===== src/rtl/uart_rx_os.sv =====
// Oversampling UART receiver: 2-flop synchroniser, 3-sample majority vote, parity/framing/overrun flags, valid/ready output.
// Optional break detection is enabled by defining UART_RX_BREAK_DETECT_EN.
module uart_rx_os #(
  parameter int CLOCK_FREQ = 12000000,
  parameter int BAUD_RATE  = 19200,
  parameter int DATA_BITS  = 8,
  parameter int PARITY     = 0,
  parameter int OVERSAMPLE = 16
) (
  input  logic                 clk,
  input  logic                 rst_n,
  input  logic                 rxd,
  input  logic                 enable,
  output logic [DATA_BITS-1:0] data,
  output logic                 valid,
  input  logic                 ready,
  output logic                 frame_err,
  output logic                 parity_err,
  output logic                 overrun,
`ifdef UART_RX_BREAK_DETECT_EN
  output logic                 break_det,
`endif
  output logic                 busy
);

  localparam int DIV   = CLOCK_FREQ / (BAUD_RATE * OVERSAMPLE);
  localparam int DIV_W = (DIV > 1) ? $clog2(DIV) : 1;
  localparam int S_W   = $clog2(OVERSAMPLE);
  localparam int B_W   = $clog2(DATA_BITS);
  localparam logic [DIV_W-1:0] DIV_LAST = DIV_W'(DIV - 1);
  localparam logic [S_W-1:0]   S_LO     = S_W'(OVERSAMPLE / 2 - 1);
  localparam logic [S_W-1:0]   S_MID    = S_W'(OVERSAMPLE / 2);
  localparam logic [S_W-1:0]   S_HI     = S_W'(OVERSAMPLE / 2 + 1);
  localparam logic [S_W-1:0]   S_LAST   = S_W'(OVERSAMPLE - 1);
  localparam logic [B_W-1:0]   B_LAST   = B_W'(DATA_BITS - 1);

  typedef enum logic [2:0] {
    S_IDLE,
    S_START,
    S_DATA,
    S_PARITY,
`ifdef UART_RX_BREAK_DETECT_EN
    S_BREAK,
`endif
    S_STOP
  } state_t;

  state_t r_state, w_state_nxt;

  logic                 r_sync1, r_sync2, r_rx_d;
  logic [DIV_W-1:0]     r_div_cnt;
  logic [S_W-1:0]       r_s;
  logic [B_W-1:0]       r_bitcnt;
  logic [1:0]           r_smp;
  logic [DATA_BITS-1:0] r_shift;
  logic                 r_par_mis, r_done, r_ferr_new;
  logic [DATA_BITS-1:0] r_data;
  logic                 r_valid, r_ferr, r_perr, r_ovr;
`ifdef UART_RX_BREAK_DETECT_EN
  logic                 r_brk_new, r_brk;
  logic                 w_brk_frame;
`endif

  logic w_rx, w_start, w_tick, w_dec, w_end, w_maj, w_exp_par, w_hs, w_load;

  assign w_rx      = r_sync2;
  assign w_start   = (r_state == S_IDLE) && enable && r_rx_d && !w_rx;
  assign w_tick    = (r_state != S_IDLE) && (r_div_cnt == DIV_LAST);
  assign w_dec     = w_tick && (r_s == S_HI);
  assign w_end     = w_tick && (r_s == S_LAST);
  assign w_maj     = (r_smp[0] & r_smp[1]) | (r_smp[0] & w_rx) | (r_smp[1] & w_rx);
  assign w_exp_par = (PARITY == 1) ? ~(^r_shift) : (^r_shift);
  assign w_hs      = r_valid && ready;
  assign w_load    = r_done && (!r_valid || w_hs);
`ifdef UART_RX_BREAK_DETECT_EN
  assign w_brk_frame = !w_maj && (r_shift == '0);
`endif

  always_ff @(posedge clk or negedge rst_n) begin
    if (!rst_n) begin
      r_sync1 <= 1'b1;
      r_sync2 <= 1'b1;
      r_rx_d  <= 1'b1;
      r_state <= S_IDLE;
    end else begin
      r_sync1 <= rxd;
      r_sync2 <= r_sync1;
      r_rx_d  <= r_sync2;
      r_state <= w_state_nxt;
    end
  end

  always_comb begin
    w_state_nxt = r_state;
    case (r_state)
      S_IDLE:   if (w_start) w_state_nxt = S_START;
      S_START: begin
        if (w_dec && w_maj) w_state_nxt = S_IDLE;
        else if (w_end)     w_state_nxt = S_DATA;
      end
      S_DATA:   if (w_end && (r_bitcnt == B_LAST)) w_state_nxt = (PARITY != 0) ? S_PARITY : S_STOP;
      S_PARITY: if (w_end) w_state_nxt = S_STOP;
      S_STOP: begin
`ifdef UART_RX_BREAK_DETECT_EN
        if (w_dec) w_state_nxt = w_brk_frame ? S_BREAK : S_IDLE;
`else
        if (w_dec) w_state_nxt = S_IDLE;
`endif
      end
`ifdef UART_RX_BREAK_DETECT_EN
      S_BREAK:  if (w_tick && w_rx && (r_s == S_LAST)) w_state_nxt = S_IDLE;
`endif
      default:  w_state_nxt = S_IDLE;
    endcase
  end

  always_ff @(posedge clk or negedge rst_n) begin
    if (!rst_n) begin
      r_div_cnt <= '0;
      r_s       <= '0;
      r_bitcnt  <= '0;
    end else if (w_start) begin
      r_div_cnt <= '0;
      r_s       <= '0;
      r_bitcnt  <= '0;
    end else if (r_state != S_IDLE) begin
      r_div_cnt <= w_tick ? '0 : r_div_cnt + 1'b1;
      if (w_tick) begin
`ifdef UART_RX_BREAK_DETECT_EN
        // In BREAK, r_s counts consecutive high samples instead of bit phase.
        if (r_state == S_STOP && w_state_nxt == S_BREAK) r_s <= '0;
        else if (r_state == S_BREAK) r_s <= w_rx ? r_s + 1'b1 : '0;
        else
`endif
        r_s <= (r_s == S_LAST) ? '0 : r_s + 1'b1;
      end
      if (r_state == S_DATA && w_end) r_bitcnt <= r_bitcnt + 1'b1;
    end
  end

  always_ff @(posedge clk or negedge rst_n) begin
    if (!rst_n) begin
      r_smp      <= '1;
      r_shift    <= '0;
      r_par_mis  <= 1'b0;
      r_done     <= 1'b0;
      r_ferr_new <= 1'b0;
`ifdef UART_RX_BREAK_DETECT_EN
      r_brk_new  <= 1'b0;
`endif
    end else begin
      if (w_tick && r_s == S_LO)  r_smp[0] <= w_rx;
      if (w_tick && r_s == S_MID) r_smp[1] <= w_rx;
      if (r_state == S_DATA && w_dec) r_shift <= {w_maj, r_shift[DATA_BITS-1:1]};
      if (w_start) r_par_mis <= 1'b0;
      else if (r_state == S_PARITY && w_dec) r_par_mis <= w_maj ^ w_exp_par;
      r_done <= (r_state == S_STOP) && w_dec;
      if ((r_state == S_STOP) && w_dec) begin
        r_ferr_new <= !w_maj;
`ifdef UART_RX_BREAK_DETECT_EN
        r_brk_new  <= w_brk_frame;
`endif
      end
    end
  end

  always_ff @(posedge clk or negedge rst_n) begin
    if (!rst_n) begin
      r_data  <= '0;
      r_valid <= 1'b0;
      r_ferr  <= 1'b0;
      r_perr  <= 1'b0;
      r_ovr   <= 1'b0;
`ifdef UART_RX_BREAK_DETECT_EN
      r_brk   <= 1'b0;
`endif
    end else if (w_load) begin
      r_data  <= r_shift;
      r_valid <= 1'b1;
      r_ferr  <= r_ferr_new;
      r_perr  <= r_par_mis;
      if (w_hs) r_ovr <= 1'b0;
`ifdef UART_RX_BREAK_DETECT_EN
      r_brk   <= r_brk_new;
`endif
    end else if (r_done) begin
      r_ovr   <= 1'b1;
    end else if (w_hs) begin
      r_valid <= 1'b0;
      r_ferr  <= 1'b0;
      r_perr  <= 1'b0;
      r_ovr   <= 1'b0;
`ifdef UART_RX_BREAK_DETECT_EN
      r_brk   <= 1'b0;
`endif
    end
  end

  assign data       = r_data;
  assign valid      = r_valid;
  assign frame_err  = r_ferr;
  assign parity_err = r_perr;
  assign overrun    = r_ovr;
  assign busy       = (r_state != S_IDLE);
`ifdef UART_RX_BREAK_DETECT_EN
  assign break_det  = r_brk;
`endif

endmodule


===== config.mk =====
export PLATFORM = sky130hd
export DESIGN_NAME = uart_rx_os
export DESIGN_NICKNAME = d
export VERILOG_FILES = /design/src/rtl/uart_rx_os.sv
export SDC_FILE = /design/constraint.sdc
export NUM_CORES = 1
export LEC_CHECK = 0
export ABC_AREA = 0
export BUFFER_PORTS_ARGS = -buffer_cell sky130_fd_sc_hd__buf_2
export CAP_MARGIN = 10
export CORE_ASPECT_RATIO = 0.75
export CORE_UTILIZATION = 55
export DETAILED_ROUTE_END_ITERATION = 6
export PLACE_DENSITY = 0.8
export REMOVE_ABC_BUFFERS = 1
export SLEW_MARGIN = 20
export SYNTH_ARGS = -nofsm -noshare
export SYNTH_HDL_FRONTEND = slang
export SYNTH_SLANG_ARGS = --single-unit
export TNS_END_PERCENT = 100

===== constraint.sdc =====
create_clock -name clk -period 2.4 [get_ports clk]
set_clock_uncertainty 0.2 [all_clocks]
set_input_delay 0.24 -clock clk [delete_from_list [all_inputs] [get_ports clk]]
set_output_delay 0.24 -clock clk [all_outputs]
set_load 0.01 [all_outputs]

==> summary.md, run 1 <==
| Metric | Value |
|---|---|
| Status | finished, final reports clean |
| Vias in the first global route | 1366 |
| Most area-hungry cell type in the Yosys netlist | dfrtp_1 |
| Sequential Area | 1110 µm² |
| Clock transition at path regs | 80 ps |
| Global route overflow | 0 |
| CTS Root Cell | clkbuf_8 |
| Syn Area/Cell | 11.8 µm² |
| Maximum clock path buffer count | 2 |
| Hold crit path type | register to register |
| GRT Util Overall | 22.0% |
| CP Data Required Time | 2370 ps |
| Fill cells | 272 |
| Placed wire-length estimate | 2670 µm |
| FMAX | 0.467 GHz |
| CTS tree | built |
| Routed Antenna Nets | 0 |
| Top-area cell type share of the netlist area | 47.2% |
| GPL Wtd Cong | 0.766 |
| Post-route setup TNS | 0 ps |
| Worst-skew pair later-pin latency | 290 ps |
| Synthesized instance count | 175 |
| # rows | 18 |
| Peak VDD IR | 0.000328 V |
| Pwr Density | 763 nW/µm² |
| Ant diodes | 0 |
| Leak | 1.10 nW |
| Slew margin rel. | 37.8% |
| Final Hold Viols | 0 |
| First-pass GRT wire length | 6360 µm |
| Final Util | 68.5% |
| Worst path max stage delay | 420 ps |
| Avg WL per Cell | 14.5 µm |
| Post-synth top flop | dfrtp_1 |
| Synth top cells by count | dfrtp_1 (39), mux2_2 (18), o21ai_0 (14) |
| # IOs | 18 |
| RSZ-0062 raised after global routing | false |
| Crit-path max FO | 5 |
| Crit. End Element | register |
| Via density per instance | 5.45 |
| Worst r2r src | r_div_cnt[0]$_DFFE_PN0P_ |
| Non-filler cells, final | 253 |
| Core area | 3450 µm² |
| Count of input and output buffers | 17 |
| Share of cells above drive strength 1 | 27.1% |
| Pins Over Slew Limit | 0 |
| Top-count cell post-synth | dfrtp_1 |
| Max-cap violation count | 0 |
| Register area share after synthesis | 53.5% |
| # H-tree levels | 2 |
| Post-Route WL | 3670 µm |
| Crit start category | register |
| Clock sink count | 44 |
| Initial core utilization | 60.1% |
| YS warnings | 0 |
| DRT Pass-1 Iters | 4 |
| Setup violators final | 0 |
| Area growth, synth to finish | 14.1% |
| Worst setup startpoint | r_div_cnt[0]$_DFFE_PN0P_ |
| Die Ht | 55.1 µm |
| Fin nets | 214 |
| CTS Buf Count | 5 |
| Crit share post-route | 89.2% |
| Initial antenna violation count | 0 |
| Hold wc startpoint | r_sync1$_DFF_PN1_ |
| Critical Path AT | 2110 ps |
| Full die area | 4010 µm² |
| Pin count of the biggest net entering global routing | 45 |
| DRC violations left | 0 |
| Placed cell count | 242 |
| Synth area leaders | dfrtp_1 (47%), mux2_2 (9.8%), dfstp_2 (6.3%) |
| Critical path class | register to register |
| Area of the multi-input gates | 927 µm² |
| Die X | 72.8 µm |
| Tmin final | 2140 ps |
| #FFs+latches synth | 44 |
| Asr flop ratio synth | 100% |
| Crit-path slowest cell | dfrtp_1 |
| 1st-iter DRT viols | 129 |
| Count of flip-flops with a built-in enable after synthesis | 0 |
| Via count | 1380 |
| Worst path cell trace | inv_1 > ha_1 > nand4bb_4 > or2_4 > nor3_1 > mux2_2 |
| Slew @ Worst Pin | 932 ps |
| Netlist Area Pre-Place | 2070 µm² |
| Cell variety after synth | 37 |
## path summary, 6_finish.rpt
kind	end	slack [ps]	depth (start not counted)
max	r_ferr_new$_DFFE_PN0P_	260	6
max reg2reg	r_ferr_new$_DFFE_PN0P_	260	6
min	r_sync2$_DFF_PN1_	170	0
max in group asynchronous	r_s[0]$_DFFE_PN0P_	980	2
min reg2reg	r_sync2$_DFF_PN1_	170	0
min in group asynchronous	r_done$_DFF_PN0_	450	2
## routing by layer
metal  vias up  part of all wire [%]  GRT usage, %
met5         -                     0             0
met4         0                  0.74          7.52
met3         4                   3.1          5.62
met2        22                    45          36.6
met1       684                    51          28.7
li1        670                     -             -
## registers in the layout, summed over array words and instances (netlist names), 2 cells and up
name	cells
r_state	3
r_s	4
data	8
r_shift	8
r_div_cnt	6
r_bitcnt	3
r_smp	2
## through the flow
step / hold slack, ps / area, µm² / setup slack (ps) / power [mW]
floorplan: -256 / 2060 / 345 / 1.15
global placement: 147 / 2220 / 300 / 1.24
detailed placement: 155 / 2220 / 275 / 1.27
CTS: 169 / 2360 / 241 / 1.81
global route: 168 / 2360 / 139 / 1.91
finish: 167 / 2360 / 260 / 1.80
## cell families after synthesis
kind of cell	share of synthesized area (%)
compound gates	9.49
simple gates	14.4
xor+xnor	4.47
flops	53.5
mux	12.2
fa+ha+maj	4.23
buf+inv	1.69
## power breakdown
group	leakage [nW]	switching, mW	internal, mW	total, mW
clock	0.0552	0.234	0.309	0.543
sequential	0.566	0.110	0.828	0.938
combinational	0.479	0.176	0.145	0.321
## placed cells by master, fill, tap and decap left out, types with 2 or more instances in the layout
cell and count:
ha_1 7, nor3_1 5, clkbuf_8 5, nor2b_1 2, mux2i_1 5, a31oi_1 3, a21oi_1 6, nor2_1 10
mux2_2 18, buf_4 2, o21ai_0 14, a32oi_1 2, or3_1 2, inv_1 6, dlygate4sd3_1 3, xnor2_1 8
nand2_1 13, nand3_1 5, dfstp_2 5, nand2b_1 4, a22o_1 3, dfrtp_1 39, buf_2 17
## critical path, delay by kind of cell (launching register included)
family	cells	cell delay (ps)
adder cells (fa/ha/maj)	1	190
buffers and inverters	1	80
flip-flops	1	420
multiplexers	1	380
AND/OR/NAND/NOR	3	760
## layout make-up
cell class              instances  area share, %
well taps                      50           2.65
clock buffers                   6           3.07
inverters                       7           1.11
repair buffers                 22           5.51
flip-flops and latches         44           46.9
multi-input cells             122           39.3
clock inverters                 2           1.48
## repair_timing
action	in CTS	in global routing
endpoints found under the hold margin	41	0
hold buffers	3	0
setup endpoints to repair	0	0
buffers inserted	0	0
resized for setup	0	0
No activity file was read; power rests on OpenSTA's default activity.
==> inputs of run 2 (changes only) <==
--- a/config.mk
+++ b/config.mk
@@ -9,9 +9,10 @@
 export BUFFER_PORTS_ARGS = -buffer_cell sky130_fd_sc_hd__buf_2
 export CAP_MARGIN = 10
 export CORE_ASPECT_RATIO = 0.75
-export CORE_UTILIZATION = 55
+export CORE_MARGIN = 2
+export CORE_UTILIZATION = 58
 export DETAILED_ROUTE_END_ITERATION = 6
-export PLACE_DENSITY = 0.8
+export PLACE_DENSITY = 0.84
 export REMOVE_ABC_BUFFERS = 1
 export SLEW_MARGIN = 20
 export SYNTH_ARGS = -nofsm -noshare
==> run 2 against run 1 <==
Fmax is 4.2% lower. Count of clock-buffer cells in the layout unchanged. Cell count shrank 4.0%. Register-to-register slack got worse by 90 ps. Critical path depth did not move. Combinational power increased by 3%. Wire length increased by 8.3%. Utilization grew 1.5 points. Worst setup slack lost 94 ps. Sequential power barely moved.
==> summary.md, run 2 (synthesized netlist as in run 1, its figures left out) <==
| Metric | Value |
|---|---|
| Worst path max stage delay | 440 ps (+20 ps) |
| Count of input and output buffers | 17 (unchanged) |
| Post-route setup TNS | 0 ps (unchanged) |
| CTS Root Cell | clkbuf_8 |
| Worst setup startpoint | r_div_cnt[0]$_DFFE_PN0P_ |
| DRT Pass-1 Iters | 4 (unchanged) |
| Slew @ Worst Pin | 936 ps (+3.64 ps) |
| DP Area | 2210 µm² (-0.56%) |
| Via density per instance | 5.90 (+8.2%) |
| RSZ-0062 raised after global routing | false |
| # H-tree levels | 2 (unchanged) |
| Vias in the first global route | 1463 (+7.1%) |
| Worst path cell trace | inv_1 > ha_1 > nand4bb_4 > nor3_1 > nand2_1 > mux2_2 |
| Hold crit path type | register to register |
| Crit start category | register |
| Leak | 1.10 nW (unchanged) |
| Sequential Area | 1110 µm² (unchanged) |
| Fin nets | 214 (unchanged) |
| Setup violators final | 0 (unchanged) |
| Worst r2r src | r_div_cnt[0]$_DFFE_PN0P_ |
| Post-CTS resize count | 0 (unchanged) |
| Max-cap violation count | 0 (unchanged) |
| Pwr Density | 780 nW/µm² (+2.2%) |
| Post-CTS Setup Bufs | 0 (unchanged) |
| Status | finished, final reports clean |
| GPL Wtd Cong | 0.833 (+8.7%) |
| Critical Path AT | 2220 ps (+110 ps) |
| Area growth, synth to finish | 13.5% |
| Via count | 1434 (+3.9%) |
| Routed Antenna Nets | 0 (unchanged) |
| # rows | 18 (unchanged) |
| DRC violations left | 0 (unchanged) |
| Core area | 3360 µm² (-2.6%) |
| Ant diodes | 0 (unchanged) |
| Share of cells above drive strength 1 | 27.1% (unchanged) |
| Crit. End Element | register |
| FMAX | 0.448 GHz (-4.2%) |
| Crit-path max FO | 9 (+4) |
| Placed wire-length estimate | 2830 µm (+5.9%) |
| Die X | 73.0 µm (+0.20%) |
| Most common cell after layout, fill and taps aside | dfrtp_1 |
| Design Area, Final | 2350 µm² (-0.53%) |
| First-pass GRT wire length | 6700 µm (+5.3%) |
| Full die area | 4070 µm² (+1.3%) |
| Initial antenna violation count | 0 (unchanged) |
| Maximum clock path buffer count | 2 (unchanged) |
| Crit-path slowest cell | dfrtp_1 |
| Area of the multi-input gates | 927 µm² (unchanged) |
| Initial core utilization | 61.7% (+1.6 points) |
| Hold wc startpoint | r_sync1$_DFF_PN1_ |
| CTS Hold Bufs | 3 (unchanged) |
| Critical path class | register to register |
| Slew margin rel. | 37.6% (-0.24 points) |
| CTS tree | built |
| Pins Over Slew Limit | 0 (unchanged) |
| Final Hold Viols | 0 (unchanged) |
| Avg WL per Cell | 16.4 µm (+13%) |
| Clock transition at path regs | 80 ps (about the same) |
| Global route overflow | 0 (unchanged) |
| # IOs | 18 (unchanged) |
| Pin count of the biggest net entering global routing | 45 (unchanged) |
| Die Ht | 55.7 µm (+1.1%) |
| Tmin final | 2230 ps (+94.4 ps) |
| Post-Route WL | 3980 µm (+8.3%) |
| CP Data Required Time | 2390 ps (+20 ps) |
| Most frequent cells in the layout | dfrtp_1 (39), mux2_2 (18), buf_2 (17) |
| GRT Util Overall | 21.9% (-0.12 points) |
| 1st-iter DRT viols | 109 (-16%) |
| Worst-skew pair later-pin latency | 300 ps (about the same) |
| Crit share post-route | 93.1% (+3.9 points) |
| CTS Buf Count | 5 (unchanged) |
| Clock sink count | 44 (unchanged) |
| Peak VDD IR | 0.000478 V (+46%) |
| Fill cells | 252 (-7.4%) |
## run 2: cell counts in the layout (fill, tap and decap cells not counted)
Identical to the previous run, type by type.
## run 2: final cells by class
type | instances | share of cell area [%]
clock buffers | 6 | 3.09
inverters | 7 | 1.12
well taps | 40 | 2.13
multi-input cells | 122 | 39.5
clock inverters | 2 | 1.49
repair buffers | 22 | 5.54
flip-flops and latches | 44 | 47.1
## run 2: per-stage QoR
stage	utilization, %	total power, mW	hold WS (ps)	cells	setup slack [ps]
floorplan	-	1.15	-256	173	345
global placement	65.9	1.24	147	232	324
detailed placement	65.9	1.28	147	232	208
CTS	70.0	1.83	164	243	176
global route	70.0	1.91	171	243	88.2
finish	70.0	1.83	157	243	166
## run 2: path summary, 6_finish.rpt
kind	endpoint	cells after the start	slack (ps)
min in group asynchronous	valid$_DFFE_PN0P_	2	410
worst max-delay path	r_shift[4]$_DFFE_PN0P_	6	170
worst min-delay path	r_sync2$_DFF_PN1_	0	160
max in group asynchronous	data[7]$_DFFE_PN0P_	2	1000
worst max register to register	r_shift[4]$_DFFE_PN0P_	6	170
worst min register to register	r_sync2$_DFF_PN1_	0	160
## run 2: metal layers
layer,up-vias,GRT usage (%),wire [µm]
li1,672,-,-
met1,708,27.9,1780
met2,45,34.0,1910
met3,9,5.80,190
met4,0,11.6,99
met5,-,0,0
## run 2: power by group
group          total, mW  leakage [nW]  internal [mW]  switching, mW
Combinational      0.332         0.479          0.146          0.186
Clock              0.559        0.0552          0.309          0.250
Sequential         0.941         0.566          0.828          0.113
## run 2: worst max-delay path: cells and delay by family (launching register included)
family | cells | cell delay (ps)
and+or+nand+nor | 3 | 850
buffers and inverters | 1 | 80
muxes | 1 | 370
adders and majority gates | 1 | 190
DFF | 1 | 440
